**config.mk**
```make
export PLATFORM = sky130hd
export DESIGN_NAME = disp_scan_ctrl_flat
export DESIGN_NICKNAME = d
export VERILOG_FILES = /design/src/rtl/disp_scan_if.sv /design/src/rtl/disp_scan_ctrl.sv /design/src/flat_wrapper.sv
export SDC_FILE = /design/constraint.sdc
export NUM_CORES = 1
export LEC_CHECK = 0
export BUFFER_PORTS_ARGS = -buffer_cell sky130_fd_sc_hd__buf_2
export CORE_MARGIN = 2
export CORE_UTILIZATION = 25
export CTS_CLUSTER_DIAMETER = 200
export DETAILED_ROUTE_END_ITERATION = 6
export PLACE_DENSITY = 0.41
export SLEW_MARGIN = 20
export SYNTH_ARGS = -nofsm -noshare
export SYNTH_HDL_FRONTEND = slang
export SYNTH_SLANG_ARGS = --single-unit
export TNS_END_PERCENT = 20
```
**constraint.sdc**
```tcl
create_clock -name clk -period 3.05 [get_ports clk]
set_input_delay 0.1525 -clock clk [delete_from_list [all_inputs] [get_ports clk]]
set_output_delay 0.1525 -clock clk [all_outputs]
set_load 0.05 [all_outputs]
```
**src/rtl/disp_scan_if.sv**
```systemverilog
// Bundle of the button, data and display-pin signals around the scan controller.
// The master side drives the button and data words; the slave side (the controller) drives the pins.
interface disp_scan_if;
  logic        btnu;
  logic [31:0] bcd;
  logic [31:0] bin;
  logic [7:0]  an;
  logic [6:0]  seg;
  logic        dp;
  logic        mode;

  modport master (
    output btnu, bcd, bin,
    input  an, seg, dp, mode
  );

  modport slave (
    input  btnu, bcd, bin,
    output an, seg, dp, mode
  );
endinterface

```
**src/rtl/disp_scan_ctrl.sv**
```systemverilog
// Round-robin 8-digit 7-segment scanner with a per-scan frame latch, a hex/decimal
// mode toggle on a debounced button, and leading-zero blanking for decimal frames.
module disp_scan_ctrl #(
  parameter int unsigned COUNT_MAX       = 100000,
  parameter int unsigned DEBOUNCE_CYCLES = 1000000
) (
  input logic        clk,
  input logic        reset,
  disp_scan_if.slave bus_io
);

  localparam int unsigned PW = $clog2(COUNT_MAX);
  localparam int unsigned DW = $clog2(DEBOUNCE_CYCLES);
  localparam logic [PW-1:0] PrescLast = PW'(COUNT_MAX - 1);
  localparam logic [DW-1:0] DbLast    = DW'(DEBOUNCE_CYCLES - 1);

  logic [1:0]    sync_q;
  logic          stable_q, stable_d;
  logic [DW-1:0] db_cnt_q, db_cnt_d;
  logic          mode_q, mode_d;
  logic [PW-1:0] presc_q, presc_d;
  logic [2:0]    idx_q, idx_d;
  logic [31:0]   frame_q, frame_d;
  logic          frame_mode_q, frame_mode_d;
  logic [7:0]    an_q, an_d;
  logic [6:0]    seg_q, seg_d;

  logic          btn_s;
  logic          db_last;
  logic          db_accept;
  logic          tc;
  logic          latch;
  logic [3:0]    nibble;
  logic [31:0]   upper;
  logic          blank;
  logic [6:0]    glyph;

  always_comb begin
    btn_s     = sync_q[1];
    db_last   = (db_cnt_q == DbLast);
    db_accept = (btn_s != stable_q) && db_last;
    stable_d  = db_accept ? btn_s : stable_q;
    db_cnt_d  = ((btn_s == stable_q) || db_last) ? '0 : db_cnt_q + 1'b1;
    // Only a rising change of the debounced level flips the mode.
    mode_d    = mode_q ^ (db_accept & btn_s);
  end

  always_comb begin
    tc           = (presc_q == PrescLast);
    presc_d      = tc ? '0 : presc_q + 1'b1;
    idx_d        = tc ? idx_q + 3'd1 : idx_q;
    latch        = tc && (idx_q == 3'd7);
    frame_d      = latch ? (mode_q ? bus_io.bcd : bus_io.bin) : frame_q;
    frame_mode_d = latch ? mode_q : frame_mode_q;
  end

  always_comb begin
    nibble = frame_q[{idx_q, 2'b00} +: 4];
    upper  = frame_q >> {idx_q, 2'b00};
    // Leading zeros are judged on this digit and every digit to its left.
    blank  = frame_mode_q && (idx_q != 3'd0) && (upper == '0);
    unique case (nibble)
      4'h0:    glyph = 7'h40;
      4'h1:    glyph = 7'h79;
      4'h2:    glyph = 7'h24;
      4'h3:    glyph = 7'h30;
      4'h4:    glyph = 7'h19;
      4'h5:    glyph = 7'h12;
      4'h6:    glyph = 7'h02;
      4'h7:    glyph = 7'h78;
      4'h8:    glyph = 7'h00;
      4'h9:    glyph = 7'h10;
      4'hA:    glyph = 7'h08;
      4'hB:    glyph = 7'h03;
      4'hC:    glyph = 7'h46;
      4'hD:    glyph = 7'h21;
      4'hE:    glyph = 7'h06;
      default: glyph = 7'h0E;
    endcase
    if (frame_mode_q && (nibble > 4'd9)) begin
      glyph = 7'h3F;
    end
    an_d  = blank ? 8'hFF : ~(8'd1 << idx_q);
    seg_d = blank ? 7'h7F : glyph;
  end

  always_ff @(posedge clk or posedge reset) begin
    if (reset) begin
      sync_q       <= '0;
      stable_q     <= 1'b0;
      db_cnt_q     <= '0;
      mode_q       <= 1'b0;
      presc_q      <= '0;
      idx_q        <= '0;
      frame_q      <= '0;
      frame_mode_q <= 1'b0;
      an_q         <= 8'hFF;
      seg_q        <= 7'h7F;
    end else begin
      sync_q       <= {sync_q[0], bus_io.btnu};
      stable_q     <= stable_d;
      db_cnt_q     <= db_cnt_d;
      mode_q       <= mode_d;
      presc_q      <= presc_d;
      idx_q        <= idx_d;
      frame_q      <= frame_d;
      frame_mode_q <= frame_mode_d;
      an_q         <= an_d;
      seg_q        <= seg_d;
    end
  end

  assign bus_io.an   = an_q;
  assign bus_io.seg  = seg_q;
  assign bus_io.dp   = 1'b1;
  assign bus_io.mode = mode_q;

endmodule

```
**src/flat_wrapper.sv**
```systemverilog
// flat-port wrapper written by rule: the top's interface ports become plain ports
module disp_scan_ctrl_flat 
#(
  parameter int unsigned COUNT_MAX       = 100000,
  parameter int unsigned DEBOUNCE_CYCLES = 1000000
)
  (clk, reset, bus_io_btnu, bus_io_bcd, bus_io_bin, bus_io_an, bus_io_seg, bus_io_dp, bus_io_mode);
  disp_scan_if bus_io_i ();
  input logic clk;
  input logic reset;
  input wire logic [$bits(bus_io_i.btnu)-1:0] bus_io_btnu;
  input wire logic [$bits(bus_io_i.bcd)-1:0] bus_io_bcd;
  input wire logic [$bits(bus_io_i.bin)-1:0] bus_io_bin;
  output wire logic [$bits(bus_io_i.an)-1:0] bus_io_an;
  output wire logic [$bits(bus_io_i.seg)-1:0] bus_io_seg;
  output wire logic [$bits(bus_io_i.dp)-1:0] bus_io_dp;
  output wire logic [$bits(bus_io_i.mode)-1:0] bus_io_mode;
  assign bus_io_i.btnu = bus_io_btnu;
  assign bus_io_i.bcd = bus_io_bcd;
  assign bus_io_i.bin = bus_io_bin;
  assign bus_io_an = bus_io_i.an;
  assign bus_io_seg = bus_io_i.seg;
  assign bus_io_dp = bus_io_i.dp;
  assign bus_io_mode = bus_io_i.mode;
  disp_scan_ctrl #(.COUNT_MAX(COUNT_MAX), .DEBOUNCE_CYCLES(DEBOUNCE_CYCLES)) u_core (.clk(clk), .reset(reset), .bus_io(bus_io_i));
endmodule
```
; ---- After elaboration in Yosys (flattened, before gate mapping)
; Memories as Yosys holds them, arrays and structs flattened.
; Index checks and enable logic that the tools add are counted.
[op_classes]
bitwise_logic = 3
mux = 6
eq_ne = 5
addsub = 3
reduce_logical = 8
shifts = 3
magnitude_cmp = 1
[op_table]
columns = cell, n
row1 = zero test 32 bit, 1
row2 = two-way mux 32 bit, 1
row3 = indexed part select 32 x 6 -> 4 bit, 1
row4 = right shift 32 x 5 -> 32 bit, 1
row5 = "adder 20 x 1 -> 20 bit, second input constant", 1
row6 = "== test 20 bit, second input constant", 1
row7 = two-way mux 20 bit, 1
row8 = "adder 17 x 1 -> 17 bit, second input constant", 1
row9 = "== test 17 bit, second input constant", 1
row10 = two-way mux 17 bit, 1
row11 = two-way mux 7 bit, 2
row12 = two-way mux 8 bit, 1
row13 = inverter 8 bit, 1
row14 = "left shift 1 x 3 -> 8 bit, first input constant", 1
row15 = logical AND 1 bit, 5
row16 = "greater-than comparator 4 bit, second input constant", 1
row17 = "adder 3 x 1 -> 3 bit, second input constant", 1
row18 = "== test 3 bit, second input constant", 1
row19 = nonzero test 3 bit, 1
row20 = bitwise AND 1 bit, 1
row21 = == test 1 bit, 1
row22 = logical OR 1 bit, 1
row23 = inequality test 1 bit, 1
row24 = XOR 1 bit, 1
[totals]
n_memories = 1
regBits = 92
elab_cells = 40
rom_bits = 112
[mem_list]
columns = memory, words, word_bits, read_ports, rd_ports_with_merged_regs, wr, line_no
row1 = (no name shown), 16, 7, 1, 0, 0, disp_scan_ctrl.sv:62  ; unique case (nibble)

; ---- Logic depth before layout (Yosys ltp)
[logic_depth]
depth_word = 5
ltp_mapped = 13
ltp_nobuf = 10

; ---- Worst setup path after synthesis
; OpenSTA, ideal clock, no wires.
[synth_path]
path_kind = flip-flop to flip-flop
start = register u_core.idx_q[1]
end = register u_core.seg_q[2] (netlist: u_core.bus_io.seg[2])
slack_ns = 0.345
synth_period_minus_slack_ns = 2.705
setup_time_ns = 0.082
stages_incl_launch_ff = 12
arrival_ns = 2.623
required_time_ns = 2.968
cell_sequence = dfrtp_1 buf_6 buf_6 mux4_2 mux2i_1 ha_1 inv_1 o211ai_1 o21ai_0 and3_1 a311oi_1 nand2_1
[synth_via]
elab_chain_len = 5
word_cells_on_any_way = 11
classes_between = order compare: 1 / shift: 2 / mux: 2 / reduce/logical: 5 / memory: 1
[synth_lines]
columns = item, line_no
row1 = start: declaration, disp_scan_ctrl.sv:22  ; logic [2:0] idx_q, idx_d;
row2 = start signal: assignment, disp_scan_ctrl.sv:105  ; idx_q <= idx_d;
row3 = indexed part select 32 x 6 -> 4 bit, disp_scan_ctrl.sv:58  ; nibble = frame_q[{idx_q, 2'b00} +: 4];
row4 = greater-than comparator 4 bit, disp_scan_ctrl.sv:80  ; if (frame_mode_q && (nibble > 4'd9)) begin
row5 = logical AND 1 bit, disp_scan_ctrl.sv:80
row6 = two-way mux 7 bit, disp_scan_ctrl.sv:80
row7 = two-way mux 7 bit (*), disp_scan_ctrl.sv:84  ; seg_d = blank ? 7'h7F : glyph;
row8 = named net u_core.seg_d[2], disp_scan_ctrl.sv:26  ; logic [6:0] seg_q, seg_d;
row9 = end signal: assignment, disp_scan_ctrl.sv:109  ; seg_q <= seg_d;
row10 = end: declaration, disp_scan_ctrl.sv:26
; The timed path passes the listed nets; every way through them passes the cells marked *.
; A chain may end at the register's enable or synchronous reset.

; ---- Final worst setup path
; Ends and elaborated chain as after synthesis.

==> metrics.txt <==
# TYPE chip_impl_metric gauge
chip_impl_metric{name="setup_viol_count_final",unit=""} 0
chip_impl_metric{name="power",unit="uW"} 2410
chip_impl_info{name="synth.top_cells.by_count",value="77 x dfrtp_1, 63 x nand2_1, 40 x nor2_1, 37 x mux2i_1, 24 x o21ai_0"} 1
chip_impl_metric{name="initial_core_util",unit="%"} 25.5
chip_impl_metric{name="grt_max_degree",unit=""} 66
chip_impl_metric{name="total_leakage_power",unit="uW"} 0.00255
chip_impl_metric{name="cell_total_after_placement",unit=""} 831
chip_impl_metric{name="synth_enable_flop_cells",unit=""} 0
chip_impl_metric{name="detailed_place_hpwl",unit="um"} 9200
chip_impl_metric{name="hold_fix_buffers_at_cts",unit=""} 1
chip_impl_metric{name="drt_pass1_iterations",unit=""} 4
chip_impl_info{name="synth_top_cells_by_area",value="dfrtp_1 37%, dfstp_2 7.6%, mux2i_1 7.1%"} 1
chip_impl_info{name="cts_tree",value="built"} 1
chip_impl_metric{name="ys.warnings.count",unit=""} 0
chip_impl_info{name="startpoint_type",value="flop"} 1
chip_impl_metric{name="critical_path_arrival",unit="ns"} 2.91
chip_impl_metric{name="drive_gt1_share",unit="%"} 28.2
chip_impl_metric{name="core_area",unit="um2"} 20300
chip_impl_metric{name="sequential_area_share_after_synthesis",unit="%"} 44.8
chip_impl_info{name="critical_path.reg2reg.endpoint",value="u_core.bus_io.seg[2]"} 1
chip_impl_info{name="path_class",value="reg2reg"} 1
chip_impl_metric{name="slew_headroom",unit="%"} 33.4
chip_impl_info{name="hp-class",value="in2reg"} 1
chip_impl_metric{name="p_per_area",unit="nW/um2"} 392
chip_impl_metric{name="wirelength",unit="um"} 12500
chip_impl_metric{name="synth_top_area_share",unit="%"} 37.2
chip_impl_metric{name="die_area",unit="um2"} 21900
chip_impl_metric{name="synthesis.area",unit="um2"} 5180
chip_impl_metric{name="post-route-util",unit="%"} 30.2
chip_impl_metric{name="clock_insertion_delay_worst_skew",unit="ns"} 0.35
chip_impl_metric{name="clk_pin_slew",unit="ns"} 0.07
chip_impl_metric{name="ir_drop",unit="V"} 0.000272
chip_impl_metric{name="vias_per_cell",unit=""} 4.55
chip_impl_metric{name="timing.final.max_slew_violations",unit=""} 0
chip_impl_metric{name="die-width",unit="um"} 148
chip_impl_info{name="outcome",value="complete, no violations"} 1
chip_impl_info{name="post-synth-top-area-cell",value="dfrtp_1"} 1
chip_impl_metric{name="total_vias_in_the_final_route",unit=""} 3865
chip_impl_info{name="ctsRootBufferMaster",value="clkbuf_16"} 1
chip_impl_metric{name="synth.distinct_cells",unit=""} 51
chip_impl_metric{name="finClkSkew",unit="ns"} 0.0103
chip_impl_metric{name="drt_iter0_drc",unit=""} 192
chip_impl_metric{name="area_growth_syn_to_layout",unit="%"} 18.4
chip_impl_metric{name="postSynth.asyncResetShare",unit="%"} 100
chip_impl_metric{name="route.detailed.wl_per_inst",unit="um"} 14.7
chip_impl_metric{name="grt_pass1_vias",unit=""} 3919
chip_impl_metric{name="initial_antenna_violation_count",unit=""} 0
chip_impl_metric{name="timing.final.crit_period",unit="ns"} 2.64
chip_impl_metric{name="fin_hold_ws",unit="ns"} 0.0797
chip_impl_info{name="worst_r2r_startpoint",value="u_core.idx_q[1]"} 1
chip_impl_metric{name="route.detailed.drc",unit=""} 0
chip_impl_metric{name="global_route.overflow_total",unit=""} 0
chip_impl_metric{name="drt.antenna.violating_nets",unit=""} 0
chip_impl_metric{name="worst-r2r-setup-slack",unit="ns"} 0.41
chip_impl_metric{name="final_clock_period_utilization_by_the_worst_path",unit="%"} 86.4
chip_impl_metric{name="buffer_ports.inserted",unit=""} 82
chip_impl_metric{name="reg2reg_depth",unit=""} 9
chip_impl_info{name="timing.hold.worst.start",value="bus_io_bin[16]"} 1
chip_impl_metric{name="fmax",unit="GHz"} 0.379
chip_impl_metric{name="crit_required",unit="ns"} 3.32
chip_impl_metric{name="fp.dieH",unit="um"} 148
chip_impl_metric{name="design.final.nets",unit=""} 654
chip_impl_metric{name="mappedNetlistNets",unit=""} 578
chip_impl_metric{name="final_hold_viol_count",unit=""} 0
chip_impl_info{name="synth_flop_cell",value="dfrtp_1"} 1
chip_impl_metric{name="cts_resized",unit=""} 0
chip_impl_metric{name="register_bit_total_from_synthesis",unit=""} 92
chip_impl_metric{name="peak_fanout_along_the_critical_path",unit=""} 6
chip_impl_info{name="synthMostInstantiatedCell",value="dfrtp_1"} 1
chip_impl_metric{name="syn-instance-count",unit=""} 498
chip_impl_info{name="rsz0062_at_grt",value="false"} 1
chip_impl_metric{name="clkSinkCount",unit=""} 92
chip_impl_metric{name="max_slew.worst_pin.slew",unit="ns"} 0.999
chip_impl_metric{name="fin_setup_tns",unit="ns"} 0
chip_impl_metric{name="clock_path_buffers",unit=""} 2
chip_impl_metric{name="n_antenna_cell",unit=""} 0
chip_impl_metric{name="cts.repair_timing.setup_buffer_count",unit=""} 0
chip_impl_metric{name="cts-htree-levels",unit=""} 3
chip_impl_info{name="min_delay_worst_endpoint",value="u_core.frame_q[16]"} 1
chip_impl_metric{name="final_cell_count_no_fill",unit=""} 849
chip_impl_metric{name="floorplan.rows",unit=""} 52
chip_impl_info{name="worst_setup_path_end_kind",value="flop"} 1
chip_impl_metric{name="floorplan.io_pins",unit=""} 84
chip_impl_metric{name="min_delay_path_depth",unit=""} 3
chip_impl_metric{name="post_synth.cell_area_avg",unit="um2"} 10.4
chip_impl_metric{name="first_pass_grt_wire_length",unit="um"} 20500
chip_impl_metric{name="gp_routability_congestion",unit=""} 0.868
chip_impl_metric{name="cts_inserted_buffers",unit=""} 9
chip_impl_metric{name="grt_usage",unit="%"} 11.9
chip_impl_metric{name="drv_cap",unit=""} 0
==> registers in the layout, summed over array words and instances (netlist names) <==
name / flops
u_core.frame_q: 32
u_core.sync_q: 2
u_core.presc_q: 17
u_core.bus_io.seg: 7
u_core.bus_io.mode: 1
u_core.db_cnt_q: 20
u_core.idx_q: 3
u_core.stable_q: 1
u_core.bus_io.an: 8
u_core.frame_mode_q: 1
==> metrics by stage <==
step	cell area (um2)	setup slack, ns
6_report	6140	0.415
5_1_grt	6140	0.148
4_1_cts	6130	0.381
3_5_place_dp	5840	0.393
3_3_place_gp	5840	0.461
2_1_floorplan	5180	0.345
==> worst max-delay path by stage <==
| stage | startpoint | endpoint | slack [ns] |
|---|---|---|---|
| 2_1_floorplan | u_core.idx_q[1] | u_core.bus_io.seg[2] | 0.34 |
| 3_3_place_gp | u_core.idx_q[1] | u_core.bus_io.seg[2] | 0.46 |
| 3_5_place_dp | u_core.idx_q[1] | u_core.bus_io.seg[2] | 0.39 |
| 4_1_cts | u_core.idx_q[1] | u_core.bus_io.seg[2] | 0.38 |
| 5_1_grt | u_core.idx_q[1] | u_core.bus_io.seg[2] | 0.15 |
| 6_report | u_core.idx_q[1] | u_core.bus_io.seg[2] | 0.41 |
==> report_power, final <==
part | total, uW | internal [uW] | switching (uW)
sequential | 1230 | 1220 | 4.25
combinational | 100 | 45.3 | 54.7
clock | 1080 | 571 | 507
total | 2410 | 1840 | 566
==> final cells by class <==
cell class	count	area, um2
clock inverters	6	53.8
inverters	11	43.8
fillers	2171	14200
well taps	270	338
multi-input cells	365	2630
repair buffers	95	526
clock buffers	10	229
flip-flops and latches	92	2320
==> layer usage <==
metal  vias up  track usage (%)  part of all wire (%)
met1      1833             16.0                    47
li1       1933                -                     -
met4         0             4.67                   2.1
met2        82             18.9                    47
met3        17             2.56                   3.8
met5         -                0                     0
==> cell usage in the layout (no fill, tap or decap), types with 10 or more instances in the layout <==
cell type and n:
buf_2 82, buf_4 10, dfrtp_1 76, dfstp_2 15, ha_1 13, inv_1 10, mux2i_1 37, mux4_2 14
nand2_1 63, nand3_1 19, nor2_1 40, nor3_1 14, o21ai_0 24, o21ai_2 18, xnor2_1 13, xor2_1 21
==> logic make-up after synthesis <==
| kind of cell | Yosys count | share of synthesized area [%] |
|---|---|---|
| compound gates | 82 | 10.9 |
| xor+xnor | 34 | 5.74 |
| fa+ha+maj | 13 | 3.14 |
| buf+inv | 41 | 4.54 |
| flops | 92 | 44.8 |
| mux | 54 | 14.2 |
| other cells | 1 | 0.0723 |
| simple gates | 181 | 16.6 |
==> worst max-delay path, stage by stage, from the launching register on <==
cell and delay, ns:
dfrtp_1 0.49, mux4_2 0.54, mux2i_1 0.25, ha_1 0.33
inv_1 0.11, o211ai_1 0.17, o21ai_0 0.09, and3_1 0.24
a311oi_1 0.26, nand2_1 0.08
Power figures use the tool's default switching activity.
